===== src/rtl/uart_i2c_cmd_receiver.sv =====
// Command-frame parser: FF, addr, op, data (low byte first), FF from the UART RX side
// is decoded into one instruction write to the I2C controller's instruction FIFO.
module uart_i2c_cmd_receiver #(
    parameter int TIMEOUT_CYCLES = 100000,
    parameter int CNT_W          = $clog2(TIMEOUT_CYCLES + 1)
) (
    input  logic        clk,
    input  logic        reset,
    input  logic        rx_done_tick,
    input  logic [7:0]  rx_data,
    input  logic        fifo_full,
    output logic        fifo_wr,
    output logic [7:0]  instr_addr,
    output logic [7:0]  instr_op,
    output logic [15:0] instr_data,
    output logic        busy,
    output logic        frame_err,
    output logic        timeout_err,
    output logic        overflow_err
);

    typedef enum logic [2:0] {
        S_IDLE,
        S_ADDR,
        S_OP,
        S_DATA1,
        S_DATA2,
        S_STOP
    } state_t;

    localparam logic [7:0]       FRAME_BYTE = 8'hFF;
    // Expiry is detected one count early so the pulse lands TIMEOUT_CYCLES cycles after the last byte.
    localparam logic [CNT_W-1:0] CNT_LAST   = CNT_W'(TIMEOUT_CYCLES - 1);

    state_t            state_q, state_d;
    logic [7:0]        addr_q, addr_d;
    logic [7:0]        op_q, op_d;
    logic [15:0]       data_q, data_d;
    logic [CNT_W-1:0]  cnt_q, cnt_d;
    logic              fifo_wr_q, fifo_wr_d;
    logic              frame_err_q, frame_err_d;
    logic              overflow_err_q, overflow_err_d;
    logic              timeout_err_q, timeout_err_d;

    always_comb begin
        // NOTE: every variable gets a default first so no path can infer a latch.
        state_d        = state_q;
        addr_d         = addr_q;
        op_d           = op_q;
        data_d         = data_q;
        cnt_d          = cnt_q;
        fifo_wr_d      = 1'b0;
        frame_err_d    = 1'b0;
        overflow_err_d = 1'b0;
        timeout_err_d  = 1'b0;

        if (state_q == S_IDLE || rx_done_tick) begin
            cnt_d = '0;
        end else if (cnt_q == CNT_LAST) begin
            timeout_err_d = 1'b1;
            state_d       = S_IDLE;
            cnt_d         = '0;
        end else begin
            cnt_d = cnt_q + 1'b1;
        end

        // A received byte overrides any simultaneous timeout decided above.
        if (rx_done_tick) begin
            unique case (state_q)
                S_IDLE: begin
                    if (rx_data == FRAME_BYTE) state_d = S_ADDR;
                end
                S_ADDR: begin
                    addr_d  = rx_data;
                    state_d = S_OP;
                end
                S_OP: begin
                    op_d    = rx_data;
                    data_d  = '0;
                    state_d = (rx_data[2:1] == 2'b01) ? S_DATA1 : S_STOP;
                end
                S_DATA1: begin
                    data_d[7:0] = rx_data;
                    state_d     = op_q[0] ? S_DATA2 : S_STOP;
                end
                S_DATA2: begin
                    data_d[15:8] = rx_data;
                    state_d      = S_STOP;
                end
                S_STOP: begin
                    if (rx_data != FRAME_BYTE) frame_err_d    = 1'b1;
                    else if (fifo_full)        overflow_err_d = 1'b1;
                    else                       fifo_wr_d      = 1'b1;
                    state_d = S_IDLE;
                end
                default: state_d = S_IDLE;
            endcase
        end
    end

    // NOTE: sequential state uses non-blocking assignments only.
    always_ff @(posedge clk or negedge reset) begin
        if (!reset) begin
            state_q        <= S_IDLE;
            addr_q         <= '0;
            op_q           <= '0;
            data_q         <= '0;
            cnt_q          <= '0;
            fifo_wr_q      <= 1'b0;
            frame_err_q    <= 1'b0;
            overflow_err_q <= 1'b0;
            timeout_err_q  <= 1'b0;
        end else begin
            state_q        <= state_d;
            addr_q         <= addr_d;
            op_q           <= op_d;
            data_q         <= data_d;
            cnt_q          <= cnt_d;
            fifo_wr_q      <= fifo_wr_d;
            frame_err_q    <= frame_err_d;
            overflow_err_q <= overflow_err_d;
            timeout_err_q  <= timeout_err_d;
        end
    end

    assign fifo_wr      = fifo_wr_q;
    assign frame_err    = frame_err_q;
    assign overflow_err = overflow_err_q;
    assign timeout_err  = timeout_err_q;
    assign instr_addr   = addr_q;
    assign instr_op     = op_q;
    assign instr_data   = data_q;
    assign busy         = (state_q != S_IDLE);

endmodule

===== config.mk =====
export PLATFORM = sky130hd
export DESIGN_NAME = uart_i2c_cmd_receiver
export DESIGN_NICKNAME = d
export VERILOG_FILES = /design/src/rtl/uart_i2c_cmd_receiver.sv
export SDC_FILE = /design/constraint.sdc
export NUM_CORES = 1
export LEC_CHECK = 0
export CAP_MARGIN = 20
export CORE_ASPECT_RATIO = 0.9
export CORE_MARGIN = 2
export CORE_UTILIZATION = 51
export CTS_CLUSTER_DIAMETER = 50
export DETAILED_ROUTE_END_ITERATION = 16
export PLACE_DENSITY = 0.79
export SLEW_MARGIN = 20
export SYNTH_ARGS = -nofsm -noshare
export SYNTH_HDL_FRONTEND = slang
export SYNTH_SLANG_ARGS = --single-unit

===== constraint.sdc =====
create_clock -name clk -period 1.8 [get_ports clk]
set_clock_uncertainty 0.05 [all_clocks]
set_input_delay 0.18 -clock clk [delete_from_list [all_inputs] [get_ports clk]]
set_output_delay 0.18 -clock clk [all_outputs]
set_load 0.005 [all_outputs]

Word level (Yosys, flattened, before mapping)
Cells that the tools add are included.
{ "classes": {"add_sub_neg": 1, "mul": 0, "div_mod_pow": 0, "magnitude_cmp": 0, "n_eq_ne": 9, "shifts": 0, "mux": 24, "bitwise_logic": 0, "n_reduce_logical": 9} }
{ "op_table": {"columns": ["cell", "n"], "rows": [
  ["$mux W17", 2],
  ["$pmux W8 S2", 2],
  ["$add A17 B1 Y17 const B", 1],
  ["$eq A17 B17 Y1 const B", 1],
  ["$mux W3", 5],
  ["$pmux W3 S5", 1],
  ["$mux W1", 14],
  ["$eq A8 B8 Y1 const B", 1],
  ["$ne A8 B8 Y1 const B", 1],
  ["$reduce_and A2 Y1", 4],
  ["$eq A3 B2 Y1 const B", 2],
  ["$eq A3 B3 Y1 const B", 2],
  ["$reduce_bool A2 Y1", 2],
  ["$eq A3 B1 Y1 const B", 1],
  ["$logic_not A3 Y1", 1],
  ["$reduce_bool A3 Y1", 1],
  ["$eq A2 B1 Y1 const B", 1],
  ["$logic_or A1 B1 Y1", 1]
]} }
{ "word_totals": {"regBits": 56, "latch_bits": 0, "ramBits": 0, "rom_bits": 0, "out_inout_bits": 37, "word_cells": 53, "n_memories": 0} }

Logic depth before layout (Yosys ltp)
Gate-level depths: netlist of the first run.
{ "depth": {"depth_word": 6, "depth_mapped": 7} }

Worst setup path after synthesis of the first run
Ideal clock, no wire load.
{ "synth_path": {"kind": "reg-to-reg", "startpoint": "register cnt_q[0]", "endpoint": "register cnt_q[11]", "arrival_ns": 1.383, "required_time_ns": 1.631, "path_slack_ns": 0.248, "path_stages_with_launch": 8, "synth_period_minus_slack_ns": 1.552, "cell_sequence": "dfrtp_1 ha_1 and4_1 buf_4 nand4_2 nand2_2 buf_6 nor2_1"} }
{ "synth_via": {"elab_chain_len": 3, "word_cells_on_any_way": 4, "classes_between": "1 x add/sub; 1 x eq/ne; 2 x mux"} }
{ "synth_lines": {"columns": ["element", "line_no", "text"], "rows": [
  ["start, declared", "39", "logic [CNT_W-1:0] cnt_q, cnt_d;"],
  ["start signal, assigned", "118", "cnt_q <= cnt_d;"],
  ["$add A17 B1 Y17 or $eq A17 B17 Y1 (tied branches)", "64, 59", null],
  ["$mux W17 (*)", "59", "end else if (cnt_q == CNT_LAST) begin"],
  ["$mux W17 (*)", "57", "if (state_q == S_IDLE || rx_done_tick) begin"],
  ["named net cnt_d[11]", "39", null]
]} }
The timed path passes the listed nets; every way through them passes the cells marked *.
A chain may end at the register's enable or synchronous reset.

Final worst setup path of the first run
{ "layout_path": {"startpoint": "register state_q[2]", "endpoint": "output busy"} }
{ "layout_via": {"elab_chain_len": 1} }
{ "layout_lines": {"columns": ["element", "line_no", "text"], "rows": [
  ["start, declared", "35", "state_t state_q, state_d;"],
  ["start signal, assigned", "114", "state_q <= state_d;"],
  ["$reduce_bool A3 Y1", "133", "assign busy = (state_q != S_IDLE);"],
  ["end, declared", "16", "output logic busy,"]
]} }
No other way between the ends.

==> metrics.txt, run 1 <==
Yosys reg bits=56; antenna violations before repair=0; Setup WS pre-CTS=-14.0 ps; Max Cap Violations=0; full die area=5550 um^2; first-pass GRT wire length=8.51 mm; Switching Share=0.307; Worst setup EP type=output port; Final Setup Violations=0; antenna-violating nets left=0; Sink Count=56; # DRC=0; CP Buf/Inv Count=2; Slew headroom=0.621; WHS=311 ps; DIE WIDTH=78.3 um; filler cell count=371; grt met2 use=0.301; Worst Path Class, Setup=reg -> out; Routed WL=5.17 mm; actual slew at the worst max-slew pin=565 ps; fraction of registers with async set or reset after synthesis=1.00; Syn-to-layout area delta=29.1%; gr busiest metal=met2; flop2flop setup slack=160 ps; crit path time final=1720 ps; Post-Syn Instances=224; CP arrival=1490 ps; RSZ-0062 raised after global routing=false; TritonCTS clock tree=built; Internal=3.02 mW; adder-cell share of the synthesized area=0.00493; maximum root-to-sink buffer count=2; PD cells=1330 nW/um^2; status=complete, no violations; Critical Path RT=1570 ps; HPWL Detailed=3.91 mm; CP Launch Type=register; fraction of layout cells with a size suffix above 1=0.189; RD Place Congestion=0.786; post-synthesis mux area share=0.0789; register area share after synthesis=0.553; wire length per cell=14.7 um; post-synthesis xor/xnor area fraction=0.0380; Crit path largest cell delay=460 ps; gr usage total=0.198; post-route setup TNS=0 ps; # placed instances=342; synth warn=0; clk_lat worst skew=310 ps; nets@finish=298; CP Cell Sequence=nor3_2 -> inv_1 -> clkdlybuf4s50_1; GRT met3 Usage=0.0332; final worst slack=80.4 ps; number of synthesized flops with an enable pin=0; CTS H-tree depth=2; Top Ports=49; ANT cells=0; critical path peak fanout=5; NetSw=1.33 mW; Clk network pwr share=0.158; Netlist cell types=41; port bufs=48; initial core utilization=0.528; Non-Filler Instances=351; final worst path period share=0.955; Synth Area per Inst=11.3 um^2; main combinational cell family by area after synthesis=simple AND/OR/NAND/NOR gates; TritonCTS Buffers=5; Leak Pwr=1.39 nW; Root Buffer=clkbuf_8; met1 usage=0.295; grt ovf=0; total core area=4800 um^2; Clock Pin Slew Worst Setup and Hold Paths=100 ps; Slew Limit Fails=0; vias in the first global route=1,735; DRT Pass-1 Iters=4; Placement Rows=24; Simple-Gate Fraction of Synth Area=0.189; Post-Syn Area=2540 um^2; final hold violations=0; sequential share of power=0.431; critical path's slowest cell=dfrtp_2; Logic pwr share=0.411; syn_nets=237; Max VDD drop=0.779 mV; cell family with most CP delay=buffers and inverters; largest net degree at the start of global routing=24; Hold Crit Class=in -> async; Max Freq=582 MHz; DR vias=1,874; 1st-iter DRT viols=121; DR vias/cell=5.34; die height=70.9 um; # Post-CTS Setup Buffers=0; post-synthesis compound-gate area fraction=0.105; Main synth FF type=dfrtp_1
[sequential cells by signal (all words and copies together) (netlist names)]
| signal | flops |
|---|---|
| cnt_q | 17 |
| fifo_wr | 1 |
| frame_err | 1 |
| instr_addr | 8 |
| instr_data | 16 |
| instr_op | 8 |
| overflow_err | 1 |
| state_q | 3 |
| timeout_err | 1 |
[cells in the final DEF (no fill, tap or decap), types with 3 or more instances in the layout]
cell | Yosys | layout
buf_4 | 2 | 14
a21oi_1 | 4 | 4
dfrtp_1 | 56 | 54
a21oi_2 | 3 | 3
a22o_1 | 17 | 17
nand2_1 | 24 | 24
xnor2_1 | 4 | 4
nor2_1 | 16 | 16
mux2_2 | 14 | 14
nor2b_1 | 5 | 5
clkbuf_8 | 0 | 5
xor2_1 | 7 | 7
and2_1 | 3 | 3
clkdlybuf4s50_1 | 0 | 47
nor3_1 | 4 | 3
nand3_1 | 6 | 6
or3_1 | 4 | 4
nand4_1 | 6 | 6
o21ai_0 | 12 | 12
[worst paths after layout]
check,endpoint,cells after the start,from
worst max-delay path,busy,3,state_q[2]
max in group asynchronous,state_q[2],3,reset
min in group clk,overflow_err,3,fifo_full
worst min-delay path,cnt_q[12],2,reset
worst max register to register,cnt_q[16],5,cnt_q[1]
worst min register to register,instr_data[7],2,instr_data[7]
[synthesized netlist by cell type, types with 2 or more instances]
| cell type | number | share of area |
|---|---|---|
| nor3b_1 | 2 | 0.0059 |
| buf_4 | 2 | 0.0059 |
| o21ai_0 | 12 | 0.024 |
| nor2b_1 | 5 | 0.012 |
| buf_6 | 3 | 0.013 |
| inv_1 | 2 | 0.0030 |
| xor2_1 | 7 | 0.024 |
| or3_1 | 4 | 0.0099 |
| and2_1 | 3 | 0.0074 |
| dfrtp_1 | 56 | 0.55 |
| a22o_1 | 17 | 0.059 |
| mux2i_1 | 2 | 0.0079 |
| mux2_2 | 14 | 0.062 |
| a21oi_1 | 4 | 0.0079 |
| nand3_1 | 6 | 0.012 |
| clkbuf_1 | 5 | 0.0074 |
| nor4_1 | 2 | 0.0049 |
| nor3_1 | 4 | 0.0079 |
| nand4_1 | 6 | 0.015 |
| xnor2_1 | 4 | 0.014 |
| nand2_2 | 2 | 0.0049 |
| nor2_1 | 16 | 0.024 |
| nor4b_1 | 2 | 0.0069 |
| a21oi_2 | 3 | 0.010 |
| mux2_1 | 2 | 0.0089 |
| nand2_1 | 24 | 0.036 |
[logic make-up after synthesis]
kind of cell / Yosys count
AO/OA/AOI/OAI: 38
XOR/XNOR: 11
adder cells (fa/ha/maj): 1
buffers and inverters: 13
flip-flops: 56
multiplexers: 18
AND/OR/NAND/NOR: 87
[through the flow]
stage	area [um^2]	util	power, mW
floorplan	2540	-	2.69
global placement	3170	0.659	3.63
detailed placement	3170	0.659	3.68
CTS	3270	0.681	4.39
global route	3270	0.682	4.63
finish	3270	0.682	4.35
[routing by layer]
metal / wire [um] / vias to the layer above / part of all wire
li1: - / 920 / -
met1: 2490 / 910 / 0.48
met2: 2430 / 37 / 0.47
met3: 168 / 7 / 0.033
met4: 82 / 0 / 0.016
met5: 0 / - / 0
[power by group through the flow]
stage / registers (mW) / clock network, mW / logic (mW)
after global placement: 1.88 / 0 / 1.75
after global routing: 1.93 / 0.754 / 1.95
after floorplan: 1.87 / 0 / 0.821
final: 1.88 / 0.688 / 1.79
after detailed placement: 1.89 / 0 / 1.79
after CTS: 1.88 / 0.706 / 1.81
[what timing repair did]
item | 4_1_cts | 5_1_grt
pin swaps | 0 | 0
hold buffers | 1 | 0
setup endpoints to repair | 1 | 1
gates resized for setup | 1 | 2
endpoints found under the hold margin | 21 | 0
gates cloned | 0 | 0
[cell type report]
class / instances / area (um^2) / share of cell area
Tap cell: 65 / 81.3 / 0.0248
Timing Repair Buffer: 65 / 631 / 0.193
Clock inverter: 3 / 22.5 / 0.00688
Sequential cell: 56 / 1400 / 0.429
Clock buffer: 5 / 68.8 / 0.0210
Multi-Input combinational cell: 155 / 1060 / 0.324
Inverter: 2 / 7.51 / 0.00229
(Power assumes the default switching activity.)
==> run 2: changes to the inputs <==
--- a/config.mk
+++ b/config.mk
@@ -12,6 +12,7 @@
 export CTS_CLUSTER_DIAMETER = 50
 export DETAILED_ROUTE_END_ITERATION = 16
 export PLACE_DENSITY = 0.79
+export REMOVE_ABC_BUFFERS = 1
 export SLEW_MARGIN = 20
 export SYNTH_ARGS = -nofsm -noshare
 export SYNTH_HDL_FRONTEND = slang
==> run 2 against run 1 <==
Critical path depth unchanged. Core utilization increased by 1.7 points. Clock-buffer cell count unchanged. Setup slack improved by 2.8 ps. Sequential share of layout area decreased by 1.0 points. Register-to-register slack improved by 50 ps. Final cell count increased by 2.6%. Clock power decreased by 1%. Sequential power about the same. Power increased by 0.56%. Via count increased by 2.1%. Combinational power increased by 2%.
==> metrics.txt, run 2 (synthesis gave the netlist of run 1 again) <==
status=complete, no violations; wire length per cell=14.7 um; antenna violations before repair=0; vias in the first global route=1,899; Max Cap Violations=0; GRT met3 Usage=0.0332; most frequent cells in the layout=dfrtp_1 (54), clkdlybuf4s50_1 (47), nand2_1 (24); Worst Path Class, Setup=reg -> out; Sink Count=56; Switching Share=0.307; CP arrival=1490 ps; Leak Pwr=1.43 nW; gr usage total=0.207; full die area=5550 um^2; actual slew at the worst max-slew pin=595 ps; Crit path largest cell delay=450 ps; Top Ports=49; maximum root-to-sink buffer count=2; Core Util, Final=0.698; DR vias=1,914; ANT cells=0; DRT Pass-1 Iters=4; Largest register FFs=17; Syn-to-layout area delta=32.3%; # DRC=0; grt ovf=0; HPWL Detailed=3.99 mm; initial core utilization=0.528; NetSw=1.34 mW; commonest non-fill, non-tap cell in the layout=dfrtp_1; final worst path period share=0.954; antenna-violating nets left=0; CP Cell Sequence=nor3_2 -> inv_1 -> clkdlybuf4s50_1; grt met2 use=0.330; CP Launch Type=register; Logic pwr share=0.418; DR vias/cell=5.32; port bufs=48; largest net degree at the start of global routing=33; RD Place Congestion=0.799; post-route setup TNS=0 ps; total core area=4800 um^2; PD cells=1300 nW/um^2; critical path's slowest cell=dfrtp_2; TritonCTS Buffers=5; first-pass GRT wire length=9.00 mm; Worst setup EP type=output port; Max VDD drop=0.930 mV; Clk network pwr share=0.156; Max Freq=582 MHz; met1 usage=0.306; Internal=3.03 mW; die height=70.9 um; sequential share of power=0.426; Clock Pin Slew Worst Setup and Hold Paths=100 ps; 1st-iter DRT viols=126; Routed WL=5.28 mm; fraction of layout cells with a size suffix above 1=0.214; Placement Rows=24; Root Buffer=clkbuf_8; gr busiest metal=met2; filler cell count=371; TritonCTS clock tree=built; Hold Crit Class=in -> async; final hold violations=0; RSZ-0062 raised after global routing=false; DIE WIDTH=78.3 um; clk_lat worst skew=300 ps; Critical Path RT=1570 ps; Final Setup Violations=0; critical path peak fanout=5; Slew Limit Fails=0; CTS H-tree depth=2; crit path time final=1720 ps; most flop-heavy register=cnt_q; Slew headroom=0.601; nets@finish=307
run 2: changes by cell type in the layout (fill, tap and decap cells not counted):
cell | previous run | this run
buf_4 | 14 | 22
clkinvlp_4 | 0 | 2
buf_12 | 2 | 3
inv_6 | 1 | 0
clkinv_2 | 1 | 0
run 2: layout make-up:
type                            instances  area (um^2)  area share
Tap cell                               65         81.3      0.0242
Inverter                                2         7.51     0.00224
Clock inverter                          3         23.8     0.00708
Clock buffer                            5         68.8      0.0205
Timing Repair Buffer                   74          711       0.212
Multi-Input combinational cell        155         1060       0.316
Sequential cell                        56         1400       0.418
run 2: critical path: cells and delay by family, from the launching register on:
family | cells | cell delay, ps
buffers and inverters | 2 | 510
flip-flops | 1 | 450
AND/OR/NAND/NOR | 1 | 220
run 2: per-layer routing:
layer / part of all wire / vias up
met2: 0.47 / 43
met4: 0.0063 / 0
met3: 0.036 / 4
met1: 0.49 / 937
li1: - / 930
met5: 0 / -
run 2: power groups by stage:
stage	Clock (mW)	Combinational (mW)	Sequential, mW
after global placement	0	1.75	1.89
after global routing	0.755	2.00	1.91
final	0.680	1.83	1.86
after CTS	0.690	1.81	1.88
after detailed placement	0	1.80	1.89
after floorplan	0	0.665	1.93
run 2: path summary, 6_finish.rpt:
| kind | from | end | slack (ps) | cells after the start |
|---|---|---|---|---|
| max reg2reg | cnt_q[13] | cnt_q[1] | 210 | 4 |
| min reg2reg | instr_data[5] | instr_data[5] | 440 | 2 |
| min in group clk | fifo_full | overflow_err | 400 | 3 |
| max in group asynchronous | reset | instr_data[12] | 990 | 3 |
| min | reset | cnt_q[12] | 230 | 2 |
| max | state_q[2] | busy | 80 | 3 |
run 2: metrics by stage:
| stage | area (um^2) | total power, mW | instances | hold slack (ps) | setup slack [ps] |
|---|---|---|---|---|---|
| after floorplan | 2460 | 2.59 | 213 | -166 | 92.4 |
| after global placement | 3230 | 3.64 | 349 | 23.9 | -10.3 |
| after detailed placement | 3230 | 3.69 | 349 | 26.8 | -78.8 |
| after CTS | 3340 | 4.38 | 358 | 235 | 0.462 |
| after global routing | 3360 | 4.67 | 360 | 245 | 6.52 |
| final | 3360 | 4.38 | 360 | 229 | 83.2 |
run 2: timing repair:
action | CTS | global route
endpoints found under the hold margin | 38 | 0
gates cloned | 0 | 0
gates resized for setup | 1 | 2
setup endpoints to repair | 1 | 1
hold buffers | 1 | 0
setup buffers | 0 | 2
==> run 3: changes to the inputs <==
--- a/config.mk
+++ b/config.mk
@@ -13,7 +13,7 @@
 export DETAILED_ROUTE_END_ITERATION = 16
 export PLACE_DENSITY = 0.79
 export REMOVE_ABC_BUFFERS = 1
-export SLEW_MARGIN = 20
+export SLEW_MARGIN = 25
 export SYNTH_ARGS = -nofsm -noshare
 export SYNTH_HDL_FRONTEND = slang
 export SYNTH_SLANG_ARGS = --single-unit
==> results of run 3 <==
The final DEF is identical to that of run 2; final timing and power are the same.
